File: src/rtl/stack_flow_sequencer_if.sv
// Handshake and strobe bundle between the decoder/datapath and stack_flow_sequencer.
// The decoder side uses the master modport; the sequencer uses the slave modport.
interface stack_flow_sequencer_if #(
    parameter int NUM_COND = 4
);
    logic                i_Start;
    logic [2:0]          i_Op;
    logic [NUM_COND-1:0] i_Y;
    logic [NUM_COND-1:0] i_Conditions;
    logic [2:0]          i_Rst_Index;
    logic [2:0]          i_Int_Index;
    logic                i_Stall;

    logic                o_Busy;
    logic                o_Done;
    logic [2:0]          o_M_Cycle;
    logic                o_IR_Fetch;
    logic [1:0]          o_Write8;
    logic [5:0]          o_Read16;
    logic [5:0]          o_Write16;
    logic                o_Bus_In;
    logic                o_Bus_Out;
    logic                o_Address_Out;
    logic [1:0]          o_Increment16;
    logic [1:0]          o_Bus16_Byte_To_Bus;
    logic                o_Load_Vector;
    logic [15:0]         o_Vector;
    logic                o_IME_Set;
    logic                o_IME_Clear;
    logic                o_Illegal;

    modport master (
        output i_Start, i_Op, i_Y, i_Conditions, i_Rst_Index, i_Int_Index, i_Stall,
        input  o_Busy, o_Done, o_M_Cycle, o_IR_Fetch, o_Write8, o_Read16, o_Write16,
               o_Bus_In, o_Bus_Out, o_Address_Out, o_Increment16, o_Bus16_Byte_To_Bus,
               o_Load_Vector, o_Vector, o_IME_Set, o_IME_Clear, o_Illegal
    );

    modport slave (
        input  i_Start, i_Op, i_Y, i_Conditions, i_Rst_Index, i_Int_Index, i_Stall,
        output o_Busy, o_Done, o_M_Cycle, o_IR_Fetch, o_Write8, o_Read16, o_Write16,
               o_Bus_In, o_Bus_Out, o_Address_Out, o_Increment16, o_Bus16_Byte_To_Bus,
               o_Load_Vector, o_Vector, o_IME_Set, o_IME_Clear, o_Illegal
    );
endinterface

File: src/rtl/stack_flow_sequencer.sv
// SM83 stack-flow microcode sequencer (CALL, CALL cc, RET, RET cc, RETI, RST, INT).
// Define STACK_INT_DISPATCH_EN to enable interrupt dispatch on op 111; otherwise op 111 is illegal.
module stack_flow_sequencer #(
    parameter int          STEPS    = 4,
    parameter int          NUM_COND = 4,
    parameter logic [15:0] RST_BASE = 16'h0000,
    parameter logic [15:0] INT_BASE = 16'h0040
) (
    input  logic                  i_Clk,
    input  logic                  i_Reset_n,
    stack_flow_sequencer_if.slave bus
);

`ifdef STACK_INT_DISPATCH_EN
    localparam bit IntEn = 1'b1;
`else
    localparam bit IntEn = 1'b0;
`endif

    localparam int            SW        = $clog2(STEPS);
    localparam logic [SW-1:0] STEP_DATA = SW'(STEPS - 2);
    localparam logic [SW-1:0] STEP_LAST = SW'(STEPS - 1);

    localparam logic [5:0] REG_PC  = 6'b000001;
    localparam logic [5:0] REG_SP  = 6'b010000;
    localparam logic [5:0] REG_WZ  = 6'b100000;
    localparam logic [1:0] INC_UP  = 2'b01;
    localparam logic [1:0] INC_DN  = 2'b11;

    typedef enum logic [3:0] {
        IDLE, RD_LO, RD_HI, COND, SP_DEC, PUSH_HI, PUSH_LO, POP_LO, POP_HI, JUMP, FETCH
    } state_e;

    typedef enum logic [2:0] {
        OP_CALL    = 3'b000,
        OP_CALL_CC = 3'b001,
        OP_RET     = 3'b010,
        OP_RET_CC  = 3'b011,
        OP_RETI    = 3'b100,
        OP_RST     = 3'b101,
        OP_RSVD    = 3'b110,
        OP_INT     = 3'b111
    } op_e;

    typedef struct packed {
        logic       busy;
        logic       done;
        logic       ir_fetch;
        logic [1:0] write8;
        logic [5:0] read16;
        logic [5:0] write16;
        logic       bus_in;
        logic       bus_out;
        logic       address_out;
        logic [1:0] inc16;
        logic [1:0] byte_to_bus;
        logic       load_vector;
        logic       ime_set;
        logic       ime_clear;
        logic       illegal;
    } strobe_t;

    state_e              state_q, state_d;
    logic [SW-1:0]       step_q, step_d;
    logic [2:0]          m_q, m_d;
    op_e                 op_q, op_d;
    logic [NUM_COND-1:0] y_q, y_d;
    logic [15:0]         vector_q, vector_d;
    strobe_t             out_q;

    logic last_step;
    logic cond_met;
    logic accept;

    function automatic logic op_illegal(input op_e op);
        return (op == OP_RSVD) || (op == OP_INT && !IntEn);
    endfunction

    function automatic state_e first_state(input op_e op);
        case (op)
            OP_CALL, OP_CALL_CC: return RD_LO;
            OP_RET, OP_RETI:     return POP_LO;
            OP_RET_CC:           return COND;
            OP_RST:              return SP_DEC;
            OP_INT:              return IntEn ? COND : FETCH;
            default:             return FETCH;
        endcase
    endfunction

    // Strobes are a pure function of (state, step, M-cycle, op); evaluating it on the
    // next-state values lets the outputs come straight from flops yet stay aligned.
    function automatic strobe_t decode(input state_e st, input logic [SW-1:0] step,
                                       input logic [2:0] m, input op_e op);
        strobe_t s;
        logic    a;
        logic    d;
        logic    w;
        s = '0;
        a = (step == '0);
        d = (step == STEP_DATA);
        w = (step == STEP_LAST);
        s.busy     = (st != IDLE);
        s.ir_fetch = (st == FETCH);
        case (st)
            RD_LO, RD_HI, POP_LO, POP_HI: begin
                s.address_out = a;
                s.bus_in      = d;
                if (d) s.write8 = (st == RD_LO || st == POP_LO) ? 2'b01 : 2'b10;
                if (a || w) s.read16 = (st == RD_LO || st == RD_HI) ? REG_PC : REG_SP;
                if (w) begin
                    s.write16 = s.read16;
                    s.inc16   = INC_UP;
                end
            end
            SP_DEC: begin
                if (w) begin
                    s.read16  = REG_SP;
                    s.write16 = REG_SP;
                    s.inc16   = INC_DN;
                end
            end
            PUSH_HI, PUSH_LO: begin
                s.address_out = a;
                s.bus_out     = d;
                if (a) s.read16 = REG_SP;
                if (d) begin
                    s.read16      = REG_PC;
                    s.byte_to_bus = (st == PUSH_HI) ? 2'b10 : 2'b01;
                end
                if (w && st == PUSH_HI) begin
                    s.read16  = REG_SP;
                    s.write16 = REG_SP;
                    s.inc16   = INC_DN;
                end
                if (w && st == PUSH_LO) begin
                    if (op == OP_RST || op == OP_INT) begin
                        s.load_vector = 1'b1;
                    end else begin
                        s.read16  = REG_WZ;
                        s.write16 = REG_PC;
                    end
                end
            end
            JUMP: begin
                if (w) begin
                    s.read16  = REG_WZ;
                    s.write16 = REG_PC;
                    s.ime_set = (op == OP_RETI);
                end
            end
            COND: begin
                // Interrupt dispatch reuses COND for its two internal M-cycles; M2 undoes
                // the PC increment of the fetch that the interrupt pre-empted.
                if (w && op == OP_INT) begin
                    s.ime_clear = (m == 3'd1);
                    if (m == 3'd2) begin
                        s.read16  = REG_PC;
                        s.write16 = REG_PC;
                        s.inc16   = INC_DN;
                    end
                end
            end
            FETCH: begin
                s.address_out = a;
                s.bus_in      = d;
                s.done        = w;
                s.illegal     = a && op_illegal(op);
                if (a || w) s.read16 = REG_PC;
                if (w) begin
                    s.write16 = REG_PC;
                    s.inc16   = INC_UP;
                end
            end
            default: ;
        endcase
        return s;
    endfunction

    always_comb begin
        // NOTE: every always_comb target gets a default first so no path infers a latch.
        state_d  = state_q;
        step_d   = step_q;
        m_d      = m_q;
        op_d     = op_q;
        y_d      = y_q;
        vector_d = vector_q;

        last_step = (step_q == STEP_LAST);
        cond_met  = |(y_q & bus.i_Conditions);
        accept    = bus.i_Start && ((state_q == IDLE) || (state_q == FETCH && last_step));

        if (state_q != IDLE) begin
            if (!last_step) begin
                if (!(step_q == STEP_DATA && bus.i_Stall)) step_d = step_q + SW'(1);
            end else begin
                step_d = '0;
                m_d    = m_q + 3'd1;
                case (state_q)
                    RD_LO:   state_d = RD_HI;
                    RD_HI:   state_d = (op_q == OP_CALL_CC && !cond_met) ? FETCH : SP_DEC;
                    COND: begin
                        if (op_q == OP_INT) state_d = (m_q == 3'd1) ? COND : SP_DEC;
                        else                state_d = cond_met ? POP_LO : FETCH;
                    end
                    SP_DEC:  state_d = PUSH_HI;
                    PUSH_HI: state_d = PUSH_LO;
                    PUSH_LO: state_d = FETCH;
                    POP_LO:  state_d = POP_HI;
                    POP_HI:  state_d = JUMP;
                    JUMP:    state_d = FETCH;
                    default: begin
                        state_d = IDLE;
                        m_d     = '0;
                    end
                endcase
            end
        end

        if (accept) begin
            op_d    = op_e'(bus.i_Op);
            y_d     = bus.i_Y;
            state_d = first_state(op_e'(bus.i_Op));
            step_d  = '0;
            m_d     = 3'd1;
            case (op_e'(bus.i_Op))
                OP_RST:  vector_d = RST_BASE + {10'd0, bus.i_Rst_Index, 3'd0};
                OP_INT:  vector_d = IntEn ? (INT_BASE + {10'd0, bus.i_Int_Index, 3'd0}) : 16'h0000;
                default: vector_d = 16'h0000;
            endcase
        end
    end

    // NOTE: sequential state uses non-blocking assignments so every flop samples pre-edge values.
    always_ff @(posedge i_Clk or negedge i_Reset_n) begin
        if (!i_Reset_n) begin
            state_q  <= IDLE;
            step_q   <= '0;
            m_q      <= '0;
            op_q     <= OP_CALL;
            y_q      <= '0;
            vector_q <= '0;
            out_q    <= '0;
        end else begin
            state_q  <= state_d;
            step_q   <= step_d;
            m_q      <= m_d;
            op_q     <= op_d;
            y_q      <= y_d;
            vector_q <= vector_d;
            out_q    <= decode(state_d, step_d, m_d, op_d);
        end
    end

    assign bus.o_Busy              = out_q.busy;
    assign bus.o_Done              = out_q.done;
    assign bus.o_M_Cycle           = m_q;
    assign bus.o_IR_Fetch          = out_q.ir_fetch;
    assign bus.o_Write8            = out_q.write8;
    assign bus.o_Read16            = out_q.read16;
    assign bus.o_Write16           = out_q.write16;
    assign bus.o_Bus_In            = out_q.bus_in;
    assign bus.o_Bus_Out           = out_q.bus_out;
    assign bus.o_Address_Out       = out_q.address_out;
    assign bus.o_Increment16       = out_q.inc16;
    assign bus.o_Bus16_Byte_To_Bus = out_q.byte_to_bus;
    assign bus.o_Load_Vector       = out_q.load_vector;
    assign bus.o_Vector            = vector_q;
    assign bus.o_IME_Set           = out_q.ime_set;
    assign bus.o_IME_Clear         = out_q.ime_clear;
    assign bus.o_Illegal           = out_q.illegal;

endmodule

File: src/flat_wrapper.sv
// flat-port wrapper written by rule: the top's interface ports become plain ports
module stack_flow_sequencer_flat 
#(
    parameter int          STEPS    = 4,
    parameter int          NUM_COND = 4,
    parameter logic [15:0] RST_BASE = 16'h0000,
    parameter logic [15:0] INT_BASE = 16'h0040
)
  (i_Clk, i_Reset_n, bus_i_Start, bus_i_Op, bus_i_Y, bus_i_Conditions, bus_i_Rst_Index, bus_i_Int_Index, bus_i_Stall, bus_o_Busy, bus_o_Done, bus_o_M_Cycle, bus_o_IR_Fetch, bus_o_Write8, bus_o_Read16, bus_o_Write16, bus_o_Bus_In, bus_o_Bus_Out, bus_o_Address_Out, bus_o_Increment16, bus_o_Bus16_Byte_To_Bus, bus_o_Load_Vector, bus_o_Vector, bus_o_IME_Set, bus_o_IME_Clear, bus_o_Illegal);
  stack_flow_sequencer_if #(.NUM_COND(NUM_COND)) bus_i ();
  input  logic i_Clk;
  input  logic i_Reset_n;
  input wire logic [$bits(bus_i.i_Start)-1:0] bus_i_Start;
  input wire logic [$bits(bus_i.i_Op)-1:0] bus_i_Op;
  input wire logic [$bits(bus_i.i_Y)-1:0] bus_i_Y;
  input wire logic [$bits(bus_i.i_Conditions)-1:0] bus_i_Conditions;
  input wire logic [$bits(bus_i.i_Rst_Index)-1:0] bus_i_Rst_Index;
  input wire logic [$bits(bus_i.i_Int_Index)-1:0] bus_i_Int_Index;
  input wire logic [$bits(bus_i.i_Stall)-1:0] bus_i_Stall;
  output wire logic [$bits(bus_i.o_Busy)-1:0] bus_o_Busy;
  output wire logic [$bits(bus_i.o_Done)-1:0] bus_o_Done;
  output wire logic [$bits(bus_i.o_M_Cycle)-1:0] bus_o_M_Cycle;
  output wire logic [$bits(bus_i.o_IR_Fetch)-1:0] bus_o_IR_Fetch;
  output wire logic [$bits(bus_i.o_Write8)-1:0] bus_o_Write8;
  output wire logic [$bits(bus_i.o_Read16)-1:0] bus_o_Read16;
  output wire logic [$bits(bus_i.o_Write16)-1:0] bus_o_Write16;
  output wire logic [$bits(bus_i.o_Bus_In)-1:0] bus_o_Bus_In;
  output wire logic [$bits(bus_i.o_Bus_Out)-1:0] bus_o_Bus_Out;
  output wire logic [$bits(bus_i.o_Address_Out)-1:0] bus_o_Address_Out;
  output wire logic [$bits(bus_i.o_Increment16)-1:0] bus_o_Increment16;
  output wire logic [$bits(bus_i.o_Bus16_Byte_To_Bus)-1:0] bus_o_Bus16_Byte_To_Bus;
  output wire logic [$bits(bus_i.o_Load_Vector)-1:0] bus_o_Load_Vector;
  output wire logic [$bits(bus_i.o_Vector)-1:0] bus_o_Vector;
  output wire logic [$bits(bus_i.o_IME_Set)-1:0] bus_o_IME_Set;
  output wire logic [$bits(bus_i.o_IME_Clear)-1:0] bus_o_IME_Clear;
  output wire logic [$bits(bus_i.o_Illegal)-1:0] bus_o_Illegal;
  assign bus_i.i_Start = bus_i_Start;
  assign bus_i.i_Op = bus_i_Op;
  assign bus_i.i_Y = bus_i_Y;
  assign bus_i.i_Conditions = bus_i_Conditions;
  assign bus_i.i_Rst_Index = bus_i_Rst_Index;
  assign bus_i.i_Int_Index = bus_i_Int_Index;
  assign bus_i.i_Stall = bus_i_Stall;
  assign bus_o_Busy = bus_i.o_Busy;
  assign bus_o_Done = bus_i.o_Done;
  assign bus_o_M_Cycle = bus_i.o_M_Cycle;
  assign bus_o_IR_Fetch = bus_i.o_IR_Fetch;
  assign bus_o_Write8 = bus_i.o_Write8;
  assign bus_o_Read16 = bus_i.o_Read16;
  assign bus_o_Write16 = bus_i.o_Write16;
  assign bus_o_Bus_In = bus_i.o_Bus_In;
  assign bus_o_Bus_Out = bus_i.o_Bus_Out;
  assign bus_o_Address_Out = bus_i.o_Address_Out;
  assign bus_o_Increment16 = bus_i.o_Increment16;
  assign bus_o_Bus16_Byte_To_Bus = bus_i.o_Bus16_Byte_To_Bus;
  assign bus_o_Load_Vector = bus_i.o_Load_Vector;
  assign bus_o_Vector = bus_i.o_Vector;
  assign bus_o_IME_Set = bus_i.o_IME_Set;
  assign bus_o_IME_Clear = bus_i.o_IME_Clear;
  assign bus_o_Illegal = bus_i.o_Illegal;
  stack_flow_sequencer #(.STEPS(STEPS), .NUM_COND(NUM_COND), .RST_BASE(RST_BASE), .INT_BASE(INT_BASE)) u_core (.i_Clk(i_Clk), .i_Reset_n(i_Reset_n), .bus(bus_i));
endmodule
File: config.mk
export PLATFORM = sky130hd
export DESIGN_NAME = stack_flow_sequencer_flat
export DESIGN_NICKNAME = d
export VERILOG_FILES = /design/src/rtl/stack_flow_sequencer_if.sv /design/src/rtl/stack_flow_sequencer.sv /design/src/flat_wrapper.sv
export SDC_FILE = /design/constraint.sdc
export NUM_CORES = 1
export LEC_CHECK = 0
export BUFFER_PORTS_ARGS = -buffer_cell sky130_fd_sc_hd__buf_2
export CORE_MARGIN = 4
export CORE_UTILIZATION = 47
export DETAILED_ROUTE_END_ITERATION = 16
export GPL_TIMING_DRIVEN = 0
export PLACE_DENSITY = 0.76
export SLEW_MARGIN = 5
export SYNTH_ARGS = -nofsm -noshare
export SYNTH_HDL_FRONTEND = slang
export SYNTH_SLANG_ARGS = --single-unit
File: constraint.sdc
create_clock -name i_Clk -period 2.68 [get_ports i_Clk]
set_input_delay 0.268 -clock i_Clk [delete_from_list [all_inputs] [get_ports i_Clk]]
set_output_delay 0.268 -clock i_Clk [all_outputs]
set_load 0.01 [all_outputs]
# After elaboration in Yosys (flattened, before gate mapping)
# Index checks and enable logic that the tools add are counted.
[op_classes]
addsub = 2
n_eq_ne = 38
muxes = 57
n_bitwise = 1
reduce_logical = 29
[ops]
columns = ["op", "count"]
rows = [
  ["$pmux W12 S6", 1],
  ["$mux W12", 3],
  ["$eq A4 B3 Y1 const B", 8],
  ["$pmux W4 S8", 1],
  ["$mux W2", 13],
  ["$eq A4 B4 Y1 const B", 6],
  ["$mux W4", 6],
  ["$mux W11", 2],
  ["$eq A3 B3 Y1 const B", 7],
  ["$mux W3", 7],
  ["$mux W6", 3],
  ["$eq A4 B2 Y1 const B", 4],
  ["$pmux W4 S4", 1],
  ["$mux W5", 3],
  ["$mux W1", 14],
  ["$mux W7", 2],
  ["$eq A3 B1 Y1 const B", 4],
  ["$eq A3 B2 Y1 const B", 3],
  ["$reduce_or A9 Y1", 1],
  ["$eq A2 B2 Y1 const B", 4],
  ["$eq A4 B1 Y1 const B", 2],
  ["$logic_and A1 B1 Y1", 8],
  ["$pmux W2 S4", 1],
  ["$reduce_bool A4 Y1", 2],
  ["other kinds (12)", 21],
]
[totals]
regBits = 60
inputBits = 21
out_inout_bits = 47
wordCells = 148

# Depth between registers and ports, before layout
# Gate-level depths: netlist of the first run.
[logic_depth]
ltp_word = 15
depth_mapped = 13
mapped_depth_nobuf = 12

# Worst setup path after synthesis of the first run
# No wires, ideal clock.
[synth_path]
kind = "flip-flop to flip-flop"
startpoint = "register u_core.step_q[0]"
endpoint = "register u_core.out_q (netlist bit u_core.bus.o_Write16[0])"
setup_time_ps = 80
arrival_ps = 2816
t_required_ps = 2600
setup_slack_ps = -216
stages_incl_launch_ff = 12
period_less_slack_ps = 2896
cell_sequence = "dfrtp_1 > ha_1 > buf_2 > and3_1 > o211ai_2 > clkbuf_1 > buf_1 > nand2_1 > ha_1 > or3_1 > o311a_1 > o211ai_2"
[synth_via]
elab_chain_cells = 11
word_cells_on_any_way = 50
cone_classes = "add/sub: 1; eq/ne: 16; mux: 21; reduce/logical: 12"
[synth_rtl]
columns = ["element", "line", "text"]
rows = [
  ["from (decl)", "stack_flow_sequencer.sv:64", "logic [SW-1:0] step_q, step_d;"],
  ["from (signal assigned)", "stack_flow_sequencer.sv:245", "step_q <= step_d;"],
  ["parallel branches: the longest is 10 deep, another holds $add A2 B1 Y2", "--", ""],
  ["$pmux W12 S6 *", "stack_flow_sequencer.sv:104", "case (st)"],
  ["to (signal assigned)", "stack_flow_sequencer.sv:250", "out_q <= decode(state_d, step_d, m_d, op_d);"],
  ["to (decl)", "stack_flow_sequencer.sv:69", "strobe_t out_q;"],
]
# Mark *: on every way between the ends.
# A chain may end at the register's enable or synchronous reset.

# Worst setup path in the final report of the first run
[layout_path]
startpoint = "register u_core.step_q[0]"
endpoint = "register u_core.out_q (netlist bit u_core.bus.o_Write16[4])"
[layout_via]
elab_chain_cells = 12
word_cells_on_any_way = 46
cone_classes = "add/sub: 1; eq/ne: 15; mux: 17; reduce/logical: 13"
[layout_rtl]
columns = ["element", "line"]
rows = [
  ["parallel branches: the longest is 11 deep, another holds $add A2 B1 Y2", "--"],
  ["$pmux W12 S6 *", "stack_flow_sequencer.sv:104"],
]
# Marked as above.

==> impl_metrics.csv, run 1 <==
group,metric,value,unit
synthesis,yosysTopAreaCellShare,0.4167,
timing,finalHoldViolations,0,
global_routing,antenna_found_initial,0,
synthesis,synth_common_cells,"nand2_1, dfrtp_1, nor2_1",
timing,timing_worst_slew_pin_value,0.8901,ns
cts,cts_sinks,40,
layout,area_growth,25.89,%
global_routing,grt_pass1_wl,9708,um
layout,finalNonFillerCells,423,
route,vias,2157,
synthesis,yosysSeqAreaShare,0.4167,
die,die_w,79.50,um
placed_design,place_congestion,0.9022,
synthesis,synth-edff-count,0,
timing,timing.slew.headroom,0.4066,
worst_setup_path,max_stage_delay,0.42,ns
timing,whs,0.09778,ns
worst_setup_path,r2r_end,"u_core.bus.o_Write16[4]",
layout,nets,383,
worst_setup_path,worstPathMaxFanout,10,
worst_setup_path,endpoint_kind,"flop",
pwr,cellLeakagePower,1.534,nW
synthesis,post-synth-top-count-cell,"nand2_1",
layout,drive_gt1_frac,0.3146,
timing,setup_viol,0,
synthesis,syn-instance-count,278,
placed_design,place_area,2784,um2
worst_setup_path,reg2reg_from,"u_core.step_q[0]",
synthesis,synth_flop_cell,"dfrtp_1",
placed_design,dp.final_hpwl,4274,um
pwr,powerDensity,1308,nW/um2
worst_setup_path,path_class,"flop to flop",
pwr,finalPower,3.956,mW
die,die_y,79.50,um
route,firstDrtPassIters,4,
timing,fin_crit_sh,0.9610,
cts,clk-insertion-delay-late,0.29,ns
synthesis,synthTopCellsByArea,"dfrtp_1, nand2_1, buf_4, nor2_1, ha_1",
cts,cts_htree_levels,2,
die,ios,68,
layout,final_area,3024,um2
worst_setup_path,r2r_slack,0.10,ns
timing,slew_violations,0,
layout,final_util,0.6237,
run_status,status,"finished, final reports clean",
global_routing,overflow,0,
worst_setup_path,worstSetupStartpointType,"flop",
die,die_area,6319,um2
synthesis,synth.distinct_cells,59,
route,dr.first_iter.drc_count,202,
timing,finalWorstPathRequiredPeriod,2.575,ns
pwr,peakVddDrop,0.7263,mV
cts,numCtsBuffers,5,
worst_setup_path,reg2regPathDepth,11,
timing,skew,0.007229,ns
route,ant_nets,0,
timing,fin_ws,0.1045,ns
die,rows,25,
synthesis,synth_area_leader_cell,"dfrtp_1",
worst_setup_path,worst-endpoint-arrival,2.78,ns
cts,clk_pin_slew_worst_paths,0.08,ns
die,start_util,0.4955,
cts,clock_path_buffers,2,
synthesis,synthArstFlopShare,1.000,
run,drv_cap,0,
cts,cts_tree,"yes",
synthesis,ys_ff_latch,40,
synthesis,yosysWarnings,0,
synthesis,synth_area,2402,um2
placed_design,io_buffers,43,
global_routing,grt_usage,0.1951,
worst_setup_path,crit_path_frequent_cell,"buf_4",
timing,finalSetupTns,0,ns
global_routing,grt_max_degree,41,
die,core,4848,um2
hold_path,hp-class,"input pin to async pin",
timing,rsz0062_at_grt,"no",
worst_setup_path,worstPathRequired,2.89,ns
worst_setup_path,slowest_stage,"dfrtp_1",
synthesis,avgSynthCellArea,8.641,um2
placed_design,placed_cells,407,
route,drt_wl_total,6011,um
cts,cts_root_buffer,"clkbuf_8",
cts,cts.hold.buffers_added,0,
worst_setup_path,crit_chain,"ha_2 > buf_4 > and3_4 > o211ai_4 > buf_4 > o22a_1 > o31a_1 > buf_6 > nand2_1 > or3_1 > a21oi_1",
layout,diodes,0,
timing,fmax,388.3,MHz
route,vias_per_cell,5.099,
global_routing,grt_pass1_vias,2042,
placed_design,pre_cts_slack,-0.6570,ns
route,drt_drc_violations_left,0,
route,wl_per_cell,14.21,um
==> flip-flops by register name, indices dropped and copies added, names as in the netlist <==
register,cells
u_core.state_q,4
u_core.y_q,4
u_core.bus.o_M_Cycle,3
u_core.bus.o_Read16,3
u_core.bus.o_Vector,3
u_core.op_q,3
u_core.bus.o_Bus16_Byte_To_Bus,2
u_core.bus.o_Increment16,2
u_core.bus.o_Write16,2
u_core.bus.o_Write8,2
u_core.step_q,2
u_core.bus.o_Address_Out,1
u_core.bus.o_Bus_In,1
u_core.bus.o_Bus_Out,1
u_core.bus.o_Busy,1
u_core.bus.o_Done,1
u_core.bus.o_IME_Clear,1
u_core.bus.o_IME_Set,1
u_core.bus.o_IR_Fetch,1
u_core.bus.o_Illegal,1
u_core.bus.o_Load_Vector,1
==> logic make-up after synthesis <==
kind of cell / after synthesis / share of synthesized area
DFF: 40 / 0.4167
other: 1 / 0.001561
and+or+nand+nor: 121 / 0.2505
AOI/OAI and AO/OA: 53 / 0.1516
adders and majority gates: 7 / 0.03646
buffers and inverters: 50 / 0.1193
muxes: 3 / 0.01302
xor gates and xnor gates: 3 / 0.01094
==> worst max-delay path: cells and delay by family (launching register included) <==
kind | cells | cell delay, ns
AOI/OAI and AO/OA | 4 | 0.74
and+or+nand+nor | 3 | 0.60
buffers and inverters | 3 | 0.51
DFF | 1 | 0.42
adders and majority gates | 1 | 0.21
==> cell usage in the layout, fill, tap and decap left out, drive strengths merged, types with 2 or more instances in the layout <==
cell type | Yosys | routed
and4 | 2 | 2
nor2b | 2 | 2
mux2i | 2 | 2
nor3 | 6 | 6
nand4 | 3 | 3
o211ai | 4 | 4
nand2b | 4 | 4
o21ai | 13 | 13
and3b | 2 | 2
nor3b | 5 | 5
nand3 | 7 | 7
or2 | 4 | 4
o32a | 2 | 2
a21oi | 9 | 9
conb | 1 | 20
nor2 | 29 | 29
o21a | 2 | 2
or3 | 3 | 3
clkbuf | 2 | 10
a211oi | 2 | 2
and3 | 3 | 3
buf | 33 | 83
xnor2 | 2 | 2
dfrtp | 40 | 40
nand2 | 43 | 43
nor4 | 2 | 2
inv | 15 | 15
a22oi | 3 | 3
o22ai | 4 | 4
a221oi | 2 | 2
a31oi | 3 | 3
ha | 7 | 7
==> metal layers <==
layer,GRT usage,part of all wire,up-vias,wire (um)
met4,0.05155,0.011,0,68
met2,0.3122,0.46,92,2795
li1,-,-,1069,-
met5,0,0,-,0
met3,0.03837,0.079,9,477
met1,0.2693,0.44,987,2669
==> how the worst max path moves through the flow <==
stage / slack (ns) / startpoint / cells past startpoint / to
2_1_floorplan: 0.02 / u_core.step_q[0] / 11 / u_core.bus.o_Write16[0]
3_3_place_gp: -0.59 / u_core.step_q[0] / 13 / u_core.bus.o_Read16[0]
3_5_place_dp: -0.66 / u_core.step_q[0] / 13 / u_core.bus.o_Increment16[0]
4_1_cts: 0.01 / u_core.step_q[0] / 10 / u_core.bus.o_Write16[0]
5_1_grt: 0.01 / u_core.step_q[0] / 10 / u_core.bus.o_Increment16[0]
6_report: 0.10 / u_core.step_q[0] / 11 / u_core.bus.o_Write16[4]
==> layout make-up <==
class                      instances  area [um2]
buffer                            34       261.5
clock buffer                       7       86.33
clock inverter                     1       7.507
fill                             418        1824
inverter                          15       56.30
multi-input combinational        207        1245
sequential                        40        1001
tap                               67       83.83
timing repair buffer              52       282.8
==> power breakdown <==
part | leakage (nW) | switching (mW) | internal [mW]
combinational | 0.967 | 1.52 | 1.08
clock | 0.0445 | 0.211 | 0.209
sequential | 0.522 | 0.126 | 0.803
==> what timing repair did <==
item | 4_1_cts | 5_1_grt
resized for setup | 13 | 9
pin swaps | 3 | 4
setup endpoints to repair | 10 | 14
buffers inserted | 5 | 4
No activity file was read; power rests on OpenSTA's default activity.
==> run 2, diff against run 1 <==
--- a/config.mk
+++ b/config.mk
@@ -7,10 +7,11 @@
 export LEC_CHECK = 0
 export BUFFER_PORTS_ARGS = -buffer_cell sky130_fd_sc_hd__buf_2
 export CORE_MARGIN = 4
-export CORE_UTILIZATION = 47
+export CORE_UTILIZATION = 52
+export CTS_CLUSTER_SIZE = 24
 export DETAILED_ROUTE_END_ITERATION = 16
 export GPL_TIMING_DRIVEN = 0
-export PLACE_DENSITY = 0.76
+export PLACE_DENSITY = 0.8
 export SLEW_MARGIN = 5
 export SYNTH_ARGS = -nofsm -noshare
 export SYNTH_HDL_FRONTEND = slang
==> constraint.sdc (replaced) <==
create_clock -name i_Clk -period 2.4 [get_ports i_Clk]
set_input_delay 0.24 -clock i_Clk [delete_from_list [all_inputs] [get_ports i_Clk]]
set_output_delay 0.24 -clock i_Clk [all_outputs]
set_load 0.01 [all_outputs]
==> run 2 against run 1 <==
Critical endpoint is now u_core.bus.o_Read16[4]. Largest power group unchanged. Via count increased by 4.4%. The run now ends with negative setup slack left. First-iteration DRC count decreased by 5.0%. Critical path depth decreased by 1.
==> impl_metrics.csv, run 2 (same netlist as run 1, synthesis figures left out) <==
group,metric,value,unit
run_status,status,"finished with violations",
run_status,violations,"negative setup slack",
timing,setup_viol,5,
worst_setup_path,worstSetupStartpointType,"flop",
route,vias_per_cell,5.400,
pwr,powerDensity,1523,nW/um2
cts,numCtsBuffers,5,
layout,finalNonFillerCells,417,
layout,n_fill_cell,360,
cts,cts_htree_levels,2,
route,drt_wl_total,5886,um
placed_design,io_buffers,43,
timing,rsz0062_at_grt,"yes",
hold_path,hp-class,"input pin to async pin",
layout,layout_common_cells,"buf_2, nand2_1, dfrtp_1",
die,die_area,5771,um2
worst_setup_path,path_class,"flop to flop",
worst_setup_path,endpoint_kind,"flop",
worst_setup_path,worstSetupEndpoint,"u_core.bus.o_Read16[4]",
cts,cts_sinks,40,
layout,diodes,0,
cts,cts_root_buffer,"clkbuf_8",
timing,fmax,406.0,MHz
timing,fin_ws,-0.06308,ns
layout,top_regs,"u_core.state_q: 4 flops, u_core.y_q: 4 flops",
route,drt_drc_violations_left,0,
timing,finalWorstPathRequiredPeriod,2.463,ns
cts,clk-insertion-delay-late,0.29,ns
die,rows,24,
worst_setup_path,r2r_slack,-0.06,ns
run,drv_cap,0,
route,wl_per_cell,14.12,um
die,core,4414,um2
worst_setup_path,reg2regPathDepth,10,
layout,regArea,1001,um2
route,routedLengthMet1,2474,um
route,highest_layer,"met4",
layout,mostFrequentLayoutCell,"buf_2",
worst_setup_path,startpoint,"u_core.state_q[3]",
global_routing,grt_pass1_wl,10030,um
timing,skew,0.004133,ns
global_routing,grt_usage,0.2087,
worst_setup_path,worst-endpoint-arrival,2.68,ns
layout,drive_gt1_frac,0.3616,
pwr,peakVddDrop,1.119,mV
layout,multiInputGateArea,1315,um2
layout,area_growth,31.77,%
global_routing,antenna_found_initial,0,
route,vias,2252,
route,dr_wl_met3,492,um
global_routing,overflow,0,
layout,nets,392,
worst_setup_path,reg2reg_from,"u_core.state_q[3]",
timing,timing_worst_slew_pin_value,0.8554,ns
worst_setup_path,worstPathRequired,2.61,ns
placed_design,place_congestion,0.9443,
timing,timing.slew.headroom,0.4298,
global_routing,grt_pass1_vias,2155,
cts,cts_tree,"yes",
die,die_w,75.97,um
timing,fin_crit_sh,1.026,
die,ios,68,
worst_setup_path,r2r_end,"u_core.bus.o_Read16[4]",
cts,clock_path_buffers,2,
route,ant_nets,0,
worst_setup_path,worstPathMaxFanout,7,
placed_design,place_area,2839,um2
pwr,cellLeakagePower,1.611,nW
route,dr.first_iter.drc_count,192,
die,die_y,75.97,um
timing,finalHoldViolations,0,
placed_design,dp.final_hpwl,4164,um
route,firstDrtPassIters,5,
timing,slew_violations,0,
route,wl_met2,2841,um
layout,final_area,3166,um2
cts,clk_pin_slew_worst_paths,0.07,ns
cts,cts.hold.buffers_added,0,
global_routing,grt_max_degree,41,
placed_design,placed_cells,392,
die,start_util,0.5442,
layout,final_util,0.7171,
run 2: changes by cell type in the layout (fill, tap and decap cells not counted), sizes merged:
cell,previous run,this run
buf,83,93
clkbuf,10,8
clkinv,0,2
clkinvlp,1,0
run 2: cell type report:
cell class	count	share of cell area
flip-flops and latches	40	0.3162
clock buffers	6	0.02609
multi-input cells	207	0.4154
well taps	52	0.02055
clock inverters	2	0.003162
repair buffers	60	0.1095
plain buffers	35	0.08814
inverters	15	0.02095
run 2: per-stage QoR:
step                hold WS, ns  total power [mW]  worst slack, ns  setup TNS (ns)
floorplan              -0.05559             3.063         0.009766               0
global placement         0.3952             3.650          -0.4043          -2.349
detailed placement       0.4154             3.676          -0.4152          -2.355
CTS                     0.09945             4.563         -0.01862        -0.01980
global route             0.1328             5.216          -0.1557         -0.9293
finish                  0.05357             4.820         -0.06308         -0.1466
run 2: repair_timing:
action / 4_1_cts / 5_1_grt
pin swaps: 14 / 4
endpoints found under the setup margin: 15 / 16
endpoints found under the hold margin: 0 / 0
buffers inserted: 13 / 4
gates resized for setup: 19 / 12
run 2: worst max-delay path, stage by stage, from the launching register on:
cell      delay (ns)
dfrtp_1         0.39
or4_4           0.54
buf_6           0.15
a32o_2          0.28
nand2_8         0.10
inv_4           0.04
ha_4            0.16
buf_6           0.13
nor4_1          0.40
a221oi_2        0.06
o22ai_1         0.13
run 2: where the power goes:
group / switching [mW] / internal, mW
registers: 0.133 / 0.898
clock network: 0.225 / 0.229
logic: 1.86 / 1.48
total: 2.21 / 2.61
run 2: metal layers:
metal | vias up | track usage
li1 | 1089 | -
met1 | 1051 | 0.2818
met2 | 103 | 0.3365
met3 | 9 | 0.04137
met4 | 0 | 0.06584
met5 | - | 0
run 2: worst min-delay path by stage:
stage,to,slack [ns],cells past startpoint
6_report,u_core.bus.o_Vector[4],0.05,1
3_5_place_dp,u_core.y_q[1],0.42,1
5_1_grt,u_core.y_q[3],0.13,1
4_1_cts,u_core.y_q[1],0.1,1
2_1_floorplan,u_core.bus.o_Address_Out,-0.06,0
3_3_place_gp,u_core.y_q[0],0.40,1
==> run 3, diff against run 2 <==
--- a/config.mk
+++ b/config.mk
@@ -11,6 +11,7 @@
 export CTS_CLUSTER_SIZE = 24
 export DETAILED_ROUTE_END_ITERATION = 16
 export GPL_TIMING_DRIVEN = 0
+export HOLD_SLACK_MARGIN = 0.15
 export PLACE_DENSITY = 0.8
 export SLEW_MARGIN = 5
 export SYNTH_ARGS = -nofsm -noshare
==> constraint.sdc (replaced) <==
create_clock -name i_Clk -period 2.4 [get_ports i_Clk]
set_input_delay 0.24 -clock i_Clk [delete_from_list [all_inputs] [get_ports i_Clk]]
set_output_delay 0.24 -clock i_Clk [all_outputs]
set_load 0.02 [all_outputs]
==> run 3 against run 2 <==
The flow still finishes with violations (negative setup slack). Largest power group unchanged. Highest routed layer unchanged. Combinational power is 2% higher. Critical path type unchanged. Largest cell class unchanged. Global-route usage increased by 1.0 points. Fmax grew 0.19%.
==> impl_metrics.csv, run 3 (same netlist as run 1, synthesis figures left out) <==
group,metric,value,unit
worst_setup_path,r2r_slack,-0.06,ns
cts,cts_htree_levels,2,
worst_setup_path,startpoint,"u_core.state_q[3]",
timing,timing.slew.headroom,0.4271,
cts,cts_root_buffer,"clkbuf_8",
worst_setup_path,r2r_end,"u_core.bus.o_Read16[4]",
placed_design,place_congestion,0.9443,
timing,skew,0.002107,ns
pwr,combPwrFrac,0.697,
layout,mostFrequentLayoutCell,"buf_2",
layout,finalNonFillerCells,422,
pwr,cellLeakagePower,1.631,nW
pwr,p_switching,2.304,mW
route,firstDrtPassIters,4,
run_status,status,"finished with violations",
cts,clk_pin_slew_worst_paths,0.07,ns
die,die_area,5771,um2
run_status,violations,"negative setup slack",
cts,clock_path_buffers,2,
global_routing,antenna_found_initial,0,
worst_setup_path,worstSetupStartpointType,"flop",
cts,clk-insertion-delay-late,0.29,ns
die,die_y,75.97,um
route,dr.first_iter.drc_count,220,
timing,finalSetupTns,-0.08115,ns
layout,area_growth,33.59,%
timing,finalWorstPathRequiredPeriod,2.459,ns
route,vias,2266,
global_routing,grt_pass1_vias,2192,
layout,top_regs,"u_core.state_q: 4 flops, u_core.y_q: 4 flops",
die,start_util,0.5442,
cts,cts_tree,"yes",
pwr,internal_power,2.598,mW
die,core,4414,um2
route,drt_drc_violations_left,0,
timing,timing_worst_slew_pin_value,0.8594,ns
global_routing,grt_pass1_wl,10510,um
global_routing,overflow,0,
pwr,peakVddDrop,1.116,mV
placed_design,placed_cells,392,
pwr,pwr-share-clk,0.093,
run,drv_cap,0,
timing,rsz0062_at_grt,"yes",
pwr,seqPwrFrac,0.211,
worst_setup_path,worstPathRequired,2.62,ns
placed_design,dp.final_hpwl,4164,um
placed_design,place_area,2839,um2
worst_setup_path,path_class,"flop to flop",
timing,whs,0.1920,ns
worst_setup_path,reg2regPathDepth,10,
timing,finalHoldViolations,0,
route,wl_per_cell,14.36,um
global_routing,grt_usage,0.2186,
layout,nets,397,
worst_setup_path,reg2reg_from,"u_core.state_q[3]",
timing,fin_ws,-0.05851,ns
pwr,swShare,0.4700,
worst_setup_path,worst-endpoint-arrival,2.68,ns
timing,fmax,406.8,MHz
hold_path,hp-class,"input pin to flop",
worst_setup_path,worstPathMaxFanout,7,
cts,numCtsBuffers,5,
worst_setup_path,endpoint_kind,"flop",
layout,diodes,0,
timing,fin_crit_sh,1.024,
worst_setup_path,worstSetupEndpoint,"u_core.bus.o_Read16[4]",
pwr,powerDensity,1527,nW/um2
layout,layout_common_cells,"buf_2, nand2_1, dfrtp_1",
placed_design,io_buffers,43,
layout,drive_gt1_frac,0.3541,
placed_design,pre_cts_slack,-0.4152,ns
die,die_w,75.97,um
die,ios,68,
die,rows,24,
layout,final_area,3209,um2
cts,cts_sinks,40,
route,vias_per_cell,5.370,
route,ant_nets,0,
timing,slew_violations,0,
timing,setup_viol,2,
global_routing,grt_max_degree,41,
route,drt_wl_total,6060,um
-- run 3: cell count changes in the layout (fill, tap and decap cells not counted), sizes merged --
cell | previous run | this run
dlygate4sd3 | 0 | 5
-- run 3: layout make-up --
class	instances	area, um2
multi-input combinational	207	1313
fill	345	1205
sequential	40	1001
timing repair buffer	65	392.9
buffer	35	279.0
clock buffer	6	82.58
inverter	15	66.31
tap	52	65.06
clock inverter	2	10.01
-- run 3: worst min-delay path by stage --
stage,start,endpoint,slack (ns),cells past startpoint
after global routing,bus_i_Rst_Index[1],u_core.bus.o_Vector[4],0.18,3
after detailed placement,i_Reset_n,u_core.y_q[1],0.42,1
after global placement,i_Reset_n,u_core.y_q[0],0.40,1
after floorplan,i_Reset_n,u_core.bus.o_Address_Out,-0.06,0
after CTS,bus_i_Rst_Index[2],u_core.bus.o_Vector[5],0.18,3
final,bus_i_Rst_Index[2],u_core.bus.o_Vector[5],0.19,3
-- run 3: power by group through the flow --
stage / clock network [mW] / logic (mW) / registers (mW)
2_1_floorplan: 0 / 2.00 / 1.15
6_report: 0.454 / 3.42 / 1.03
5_1_grt: 0.500 / 3.75 / 1.06
3_5_place_dp: 0 / 2.73 / 1.04
3_3_place_gp: 0 / 2.71 / 1.04
4_1_cts: 0.466 / 3.18 / 1.02
-- run 3: per-layer routing --
metal  global-route usage  vias up  share of wire
met1               0.2946     1054           0.41
met4              0.06050        0         0.0069
met3              0.04255        5          0.081
met2               0.3579      106           0.50
li1                     -     1101              -
met5                    0        -              0
-- run 3: stage by stage --
| stage | util | total power [mW] |
|---|---|---|
| final | 0.7270 | 4.902 |
| after global routing | 0.7270 | 5.312 |
| after CTS | 0.7120 | 4.666 |
| after detailed placement | 0.6431 | 3.773 |
| after global placement | 0.6431 | 3.746 |
| after floorplan | - | 3.158 |
-- run 3: what timing repair did --
action,4_1_cts,5_1_grt
pin swaps,14,2
buffers inserted,13,4
hold buffers,5,0
hold endpoints to repair,44,0
endpoints found under the setup margin,15,16
resized for setup,19,10
-- run 3: worst max-delay path: stages (launching register included) --
cell and delay [ns]:
dfrtp_1 0.39, or4_4 0.54, buf_6 0.15, a32o_2 0.28, nand2_8 0.10, inv_4 0.04, ha_4 0.16, buf_4 0.16
nor4_1 0.38, a221oi_2 0.06, o22ai_1 0.13
